**src/rtl/regfile_sb.sv**
```systemverilog
// regfile_sb: general-purpose register file with a per-register pending-write
// scoreboard. x0 is hardwired to zero.
// Reads and stall_o are combinational. pending_cnt_o is registered.
// Optional build macro REGFILE_BYPASS_EN: a same-cycle writeback forwards its
// data to a matching read port and masks that port's hazard.

`ifndef RADDR_WIDTH
`define RADDR_WIDTH 5
`endif
`ifndef RDATA_WIDTH
`define RDATA_WIDTH 32
`endif

module regfile_sb #(
  parameter int unsigned NUM_REGS = 32,
  parameter int unsigned AW       = `RADDR_WIDTH,
  parameter int unsigned DW       = `RDATA_WIDTH
) (
  input  logic          clk,
  input  logic          rst_n,
  input  logic [AW-1:0] reg1_raddr_i,
  input  logic          reg1_re_i,
  input  logic [AW-1:0] reg2_raddr_i,
  input  logic          reg2_re_i,
  output logic [DW-1:0] reg1_rdata_o,
  output logic [DW-1:0] reg2_rdata_o,
  input  logic          we_i,
  input  logic [AW-1:0] waddr_i,
  input  logic [DW-1:0] wdata_i,
  input  logic          issue_valid_i,
  input  logic          issue_we_i,
  input  logic [AW-1:0] issue_waddr_i,
  output logic          stall_o,
  output logic [AW:0]   pending_cnt_o
);

  localparam int unsigned CW = AW + 1;

  logic [DW-1:0]       regs [NUM_REGS];
  logic [NUM_REGS-1:0] pending;
  logic [NUM_REGS-1:0] pending_nxt;
  logic [CW-1:0]       cnt_nxt;
  logic                wr_act;
  logic                hit1;
  logic                hit2;
  logic                haz1;
  logic                haz2;

  assign wr_act = we_i && (waddr_i != '0);

  // Same-cycle writeback match per read port (only with forwarding built in)
  always_comb begin
    hit1 = 1'b0;
    hit2 = 1'b0;
`ifdef REGFILE_BYPASS_EN
    hit1 = wr_act && (waddr_i == reg1_raddr_i);
    hit2 = wr_act && (waddr_i == reg2_raddr_i);
`endif
  end

  // Read ports: zero for disabled port or x0, forwarded data on a bypass hit
  always_comb begin
    reg1_rdata_o = '0;
    reg2_rdata_o = '0;
    if (reg1_re_i && (reg1_raddr_i != '0)) begin
      reg1_rdata_o = hit1 ? wdata_i : regs[reg1_raddr_i];
    end
    if (reg2_re_i && (reg2_raddr_i != '0)) begin
      reg2_rdata_o = hit2 ? wdata_i : regs[reg2_raddr_i];
    end
  end

  // Read-after-write hazard against a pending destination
  always_comb begin
    haz1    = reg1_re_i && (reg1_raddr_i != '0) && pending[reg1_raddr_i] && !hit1;
    haz2    = reg2_re_i && (reg2_raddr_i != '0) && pending[reg2_raddr_i] && !hit2;
    stall_o = haz1 || haz2;
  end

  // Next scoreboard state: clear on writeback, then set on issue so set wins
  always_comb begin
    pending_nxt = pending;
    if (wr_act) begin
      pending_nxt[waddr_i] = 1'b0;
    end
    if (issue_valid_i && issue_we_i && (issue_waddr_i != '0) && !stall_o) begin
      pending_nxt[issue_waddr_i] = 1'b1;
    end
    pending_nxt[0] = 1'b0;
    cnt_nxt = '0;
    for (int i = 1; i < int'(NUM_REGS); i++) begin
      cnt_nxt = cnt_nxt + CW'(pending_nxt[i]);
    end
  end

  // Scoreboard bits and their population count
  always_ff @(posedge clk or negedge rst_n) begin
    if (!rst_n) begin
      pending       <= '0;
      pending_cnt_o <= '0;
    end else begin
      pending       <= pending_nxt;
      pending_cnt_o <= cnt_nxt;
    end
  end

  // Register array write port; x0 never written
  always_ff @(posedge clk or negedge rst_n) begin
    if (!rst_n) begin
      for (int i = 0; i < int'(NUM_REGS); i++) begin
        regs[i] <= '0;
      end
    end else if (wr_act) begin
      regs[waddr_i] <= wdata_i;
    end
  end

endmodule

```
**config.mk**
```make
export PLATFORM = sky130hd
export DESIGN_NAME = regfile_sb
export DESIGN_NICKNAME = d
export VERILOG_FILES = /design/src/rtl/regfile_sb.sv
export SDC_FILE = /design/constraint.sdc
export NUM_CORES = 2
export LEC_CHECK = 0
export ABC_AREA = 1
export BUFFER_PORTS_ARGS = -buffer_cell sky130_fd_sc_hd__buf_2
export CELL_PAD_IN_SITES_DETAIL_PLACEMENT = 1
export CELL_PAD_IN_SITES_GLOBAL_PLACEMENT = 1
export CORE_MARGIN = 2
export CORE_UTILIZATION = 45
export CTS_CLUSTER_DIAMETER = 100
export CTS_CLUSTER_SIZE = 20
export DETAILED_ROUTE_END_ITERATION = 7
export PLACE_DENSITY_LB_ADDON = 0.3
export SYNTH_ARGS = -nofsm -noshare
export SYNTH_HDL_FRONTEND = slang
export SYNTH_SLANG_ARGS = --single-unit
export TNS_END_PERCENT = 20
```
**constraint.sdc**
```tcl
create_clock -name clk -period 7 [get_ports clk]
set_input_delay 0.7 -clock clk [delete_from_list [all_inputs] [get_ports clk]]
set_output_delay 0.7 -clock clk [all_outputs]
set_load 0.005 [all_outputs]
```
==> flow_summary_export.csv <==
group,metric,value,unit
status,status,"complete, no violations",
timing,fin_skew,0.02473,ns
worst_setup_path,critical_path_required,7.66,ns
yosys,avgSynthCellArea,7.432,um2
clock_network,clock_sinks,1061,
routing,dr.first_iter.drc_count,6155,
clock_network,root_buffer,"sky130_fd_sc_hd__clkbuf_16",
worst_hold_path,holdPathEnd,"regs[310]",
routing,drc,0,
final_layout,synthToLayoutAreaGrowth,4.296,%
clock_network,insertion_delay,0.74,ns
timing,timing.final.max_slew_violations,0,
timing,totalNegativeSetupSlack,0,ns
global_route,antenna_violations_before_repair,24,
job,maxCapViolations,0,
floorplan,chipWidth,366.3,um
floorplan,rows,132,
clock_network,clockBufferDepth,3,
final_layout,layout.filler_cells,16340,
worst_setup_path,crit_path_frequent_cell,"sky130_fd_sc_hd__fa_1",
yosys,synth_seq_cells,1061,
placement,place_congestion,0.8792,
worst_setup_path,setup.worst_path.start_class,"register",
floorplan,core-area,129800,um2
timing,timing.slew.headroom,0.1733,
placement,number_of_i_o_port_buffers,129,
floorplan,die_height,366.3,um
floorplan,floorplan.die_area,134200,um2
routing,wirelength,260.9,mm
yosys,synth_flop_type,"sky130_fd_sc_hd__dfrtp_1",
routing,drt-vias-per-instance,6.373,
yosys,yosysSeqAreaShare,0.4495,
worst_setup_path,cpPeakStageDelay,0.55,ns
worst_setup_path,end_kind,"register",
worst_hold_path,worst_hold_startpoint,"wdata_i[22]",
final_layout,final_instance_area,61610,um2
global_route,grt_max_degree,189,
timing,post-route-period-util,0.9082,
yosys,synthesis_warning_total,0,
worst_setup_path,crit_type,"reg -> reg",
worst_setup_path,critical_path_peak_fanout,27,
worst_setup_path,worstReg2RegStart,"pending[2]",
clock_network,post_cts_resized,0,
clock_network,cts-buffers-inserted,60,
yosys,synth.cell_area,59070,um2
yosys,synth.net_count,8037,
global_route,grt_overflow_total,0,
routing,final_antenna_net_count,0,
timing,setup_viol,0,
routing,first_pass_drt_iterations,5,
yosys,synth-edff-count,0,
final_layout,drive_gt1_frac,0.05731,
worst_setup_path,critPathTopFamily,"adder cells",
worst_setup_path,timing.reg2reg.worst_path_depth,28,
power,worst_ir_drop_vdd,0.0003445,V
worst_setup_path,wp_buf_inv,6,
worst_setup_path,timing.critical_path.slowest_stage_cell,"sky130_fd_sc_hd__fa_1",
global_route,number_of_global_route_vias_before_repair,59580,
power,power_per_cell_area,281.3,nW/um2
clock_network,clkSlewWorstSetupHoldPaths,0.10,ns
timing,fin_worst_hold_slack,0.3855,ns
placement,detailed_place.area,59960,um2
timing,finalCriticalPeriod,6.357,ns
global_route,first_pass_grt_wire_length,389.3,mm
routing,post_drt_wl_per_cell,28.13,um
final_layout,design.final.nets,7603,
timing,timing.fmax,157.3,MHz
floorplan,floorplan.initialDensity,0.4550,
clock_network,h_tree_depth_reported_by_cts,2,
placement,dp_hpwl,144.9,mm
yosys,number_of_distinct_library_cells_after_synthesis,48,
yosys,share_of_async_settable_or_async_resettable_flops_after_synthesis,1.000,
timing,fin_hold_viols,0,
worst_hold_path,hold_path_depth,3,
clock_network,cts_tree,"yes",
worst_setup_path,arrival_time_reported_for_the_critical_path_endpoint,7.01,ns
global_route,grt_usage,0.3817,
power,p_leak,26.81,nW
final_layout,final_core_utilization,0.4746,
yosys,postSynthCellCount,7948,
timing,worst_pin_slew,1.240,ns
floorplan,ioPinCount,130,
worst_setup_path,rr_endpoint,"pending_cnt_o[4]",
routing,num_vias,59100,
timing,grt_setup_unrepaired,"no",
worst_hold_path,holdCritPathClass,"in -> reg",
worst_setup_path,r2r_setup_slack,0.64,ns
## worst max-delay path by stage
stage	start	end	depth (start not counted)
finish	pending[2]	pending_cnt_o[4]	28
global route	pending[29]	pending_cnt_o[4]	26
CTS	pending[29]	pending_cnt_o[4]	26
detailed placement	waddr_i[4]	pending_cnt_o[4]	26
global placement	waddr_i[4]	pending_cnt_o[4]	26
floorplan	reg1_raddr_i[0]	pending_cnt_o[4]	29
## synthesized netlist by cell type (3+ instances only)
| master | number | area share |
|---|---|---|
| sky130_fd_sc_hd__nand2_1 | 1263 | 0.080 |
| sky130_fd_sc_hd__buf_6 | 35 | 0.0067 |
| sky130_fd_sc_hd__o211ai_1 | 155 | 0.020 |
| sky130_fd_sc_hd__dfrtp_1 | 1061 | 0.45 |
| sky130_fd_sc_hd__nand3_1 | 370 | 0.031 |
| sky130_fd_sc_hd__mux2i_1 | 4 | 0.00068 |
| sky130_fd_sc_hd__o221ai_1 | 36 | 0.0053 |
| sky130_fd_sc_hd__o22ai_1 | 42 | 0.0044 |
| sky130_fd_sc_hd__o2111ai_1 | 18 | 0.0027 |
| sky130_fd_sc_hd__o21a_1 | 36 | 0.0046 |
| sky130_fd_sc_hd__o21bai_1 | 15 | 0.0019 |
| sky130_fd_sc_hd__buf_2 | 250 | 0.021 |
| sky130_fd_sc_hd__inv_1 | 636 | 0.040 |
| sky130_fd_sc_hd__buf_4 | 32 | 0.0041 |
| sky130_fd_sc_hd__nor3_1 | 10 | 0.00085 |
| sky130_fd_sc_hd__a221oi_1 | 3 | 0.00044 |
| sky130_fd_sc_hd__a21oi_2 | 33 | 0.0049 |
| sky130_fd_sc_hd__o21ai_1 | 118 | 0.010 |
| sky130_fd_sc_hd__inv_2 | 5 | 0.00032 |
| sky130_fd_sc_hd__o21ai_0 | 1723 | 0.15 |
| sky130_fd_sc_hd__fa_1 | 23 | 0.0078 |
| sky130_fd_sc_hd__a31oi_1 | 41 | 0.0043 |
| sky130_fd_sc_hd__a21oi_1 | 886 | 0.075 |
| sky130_fd_sc_hd__clkbuf_1 | 394 | 0.025 |
| sky130_fd_sc_hd__nor2_1 | 657 | 0.042 |
| sky130_fd_sc_hd__buf_1 | 54 | 0.0034 |
| sky130_fd_sc_hd__a311oi_1 | 6 | 0.00089 |
| sky130_fd_sc_hd__ha_1 | 7 | 0.0015 |
| sky130_fd_sc_hd__nor2_2 | 6 | 0.00064 |
| sky130_fd_sc_hd__nand4_1 | 3 | 0.00032 |
| sky130_fd_sc_hd__a211oi_1 | 4 | 0.00051 |
| sky130_fd_sc_hd__inv_4 | 3 | 0.00032 |
## metrics by stage
stage / std cells / total power, W / setup slack [ns]
finish: 9274 / 0.01733 / 0.6428
global route: 9266 / 0.01841 / 0.3126
CTS: 9262 / 0.01732 / 0.6678
detailed placement: 9193 / 0.01350 / 0.1328
global placement: 9193 / 0.01319 / 0.1405
floorplan: 7948 / 0.01177 / 0.6702
## worst reg2reg max path, delay by kind of cell, from the launching register on
family	cells	cell delay (ns)
fa+ha+maj	8	3.79
simple gates	11	0.99
buf+inv	6	0.57
compound gates	2	0.39
flops	1	0.38
xor+xnor	1	0.13
## cell usage in the layout (no fill, tap or decap), types with 41 or more instances in the layout
cell	n
sky130_fd_sc_hd__clkbuf_16	61
sky130_fd_sc_hd__buf_4	126
sky130_fd_sc_hd__buf_2	119
sky130_fd_sc_hd__o21ai_0	1723
sky130_fd_sc_hd__a31oi_1	41
sky130_fd_sc_hd__dfrtp_1	1061
sky130_fd_sc_hd__nand2_1	1257
sky130_fd_sc_hd__o21ai_1	118
sky130_fd_sc_hd__o211ai_1	155
sky130_fd_sc_hd__a21oi_1	886
sky130_fd_sc_hd__inv_1	625
sky130_fd_sc_hd__nand3_1	368
sky130_fd_sc_hd__nor2_1	637
sky130_fd_sc_hd__o22ai_1	42
## routing by layer
metal,wire (um),track usage,part of all wire
met2,116600,0.6018,0.45
met1,106700,0.5083,0.41
met5,119,0,0.00046
met4,14750,0.1903,0.057
met3,22700,0.06457,0.087
## final cells by class
cell class,count,area [um2],share of cell area
Inverter,645,2485,0.04034
Sequential cell,1061,26550,0.4310
Clock buffer,61,1526,0.02478
Clock inverter,7,77.57,0.001259
Timing Repair Buffer,272,2034,0.03302
Multi-Input combinational cell,5474,26720,0.4338
Tap cell,1742,2180,0.03538
Antenna cell,12,30.03,0.0004874
## logic make-up (layout without fill, tap and decap cells)
family / Yosys count / count (layout) / share of synthesized area
AO/OA/AOI/OAI: 3122 / 3122 / 0.2819
flip-flops: 1061 / 1061 / 0.4495
other: 0 / 12 / 0
XOR/XNOR: 3 / 3 / 0.0004449
AND/OR/NAND/NOR: 2315 / 2315 / 0.1562
multiplexers: 4 / 4 / 0.0006779
adder cells (fa/ha/maj): 30 / 30 / 0.009278
buffers and inverters: 1413 / 985 / 0.1021
## state kept, by name, indices dropped and copies added (netlist names)
register and flops:
pending 31, pending_cnt_o 6, regs 1024
## what timing repair did
| item | 4_1_cts | 5_1_grt |
|---|---|---|
| setup buffers | 0 | 0 |
| hold buffers | 1 | 0 |
| endpoints found under the hold margin | 22 | 0 |
| setup endpoints to repair | 0 | 0 |
## power by group
| group | switching [W] | total [W] | internal [W] | leakage [nW] |
|---|---|---|---|---|
| sequential | 0.000786 | 0.00827 | 0.00749 | 12.7 |
| combinational | 0.00336 | 0.00520 | 0.00184 | 13.3 |
| clock | 0.00226 | 0.00386 | 0.00159 | 0.787 |
(Power assumes the default switching activity.)
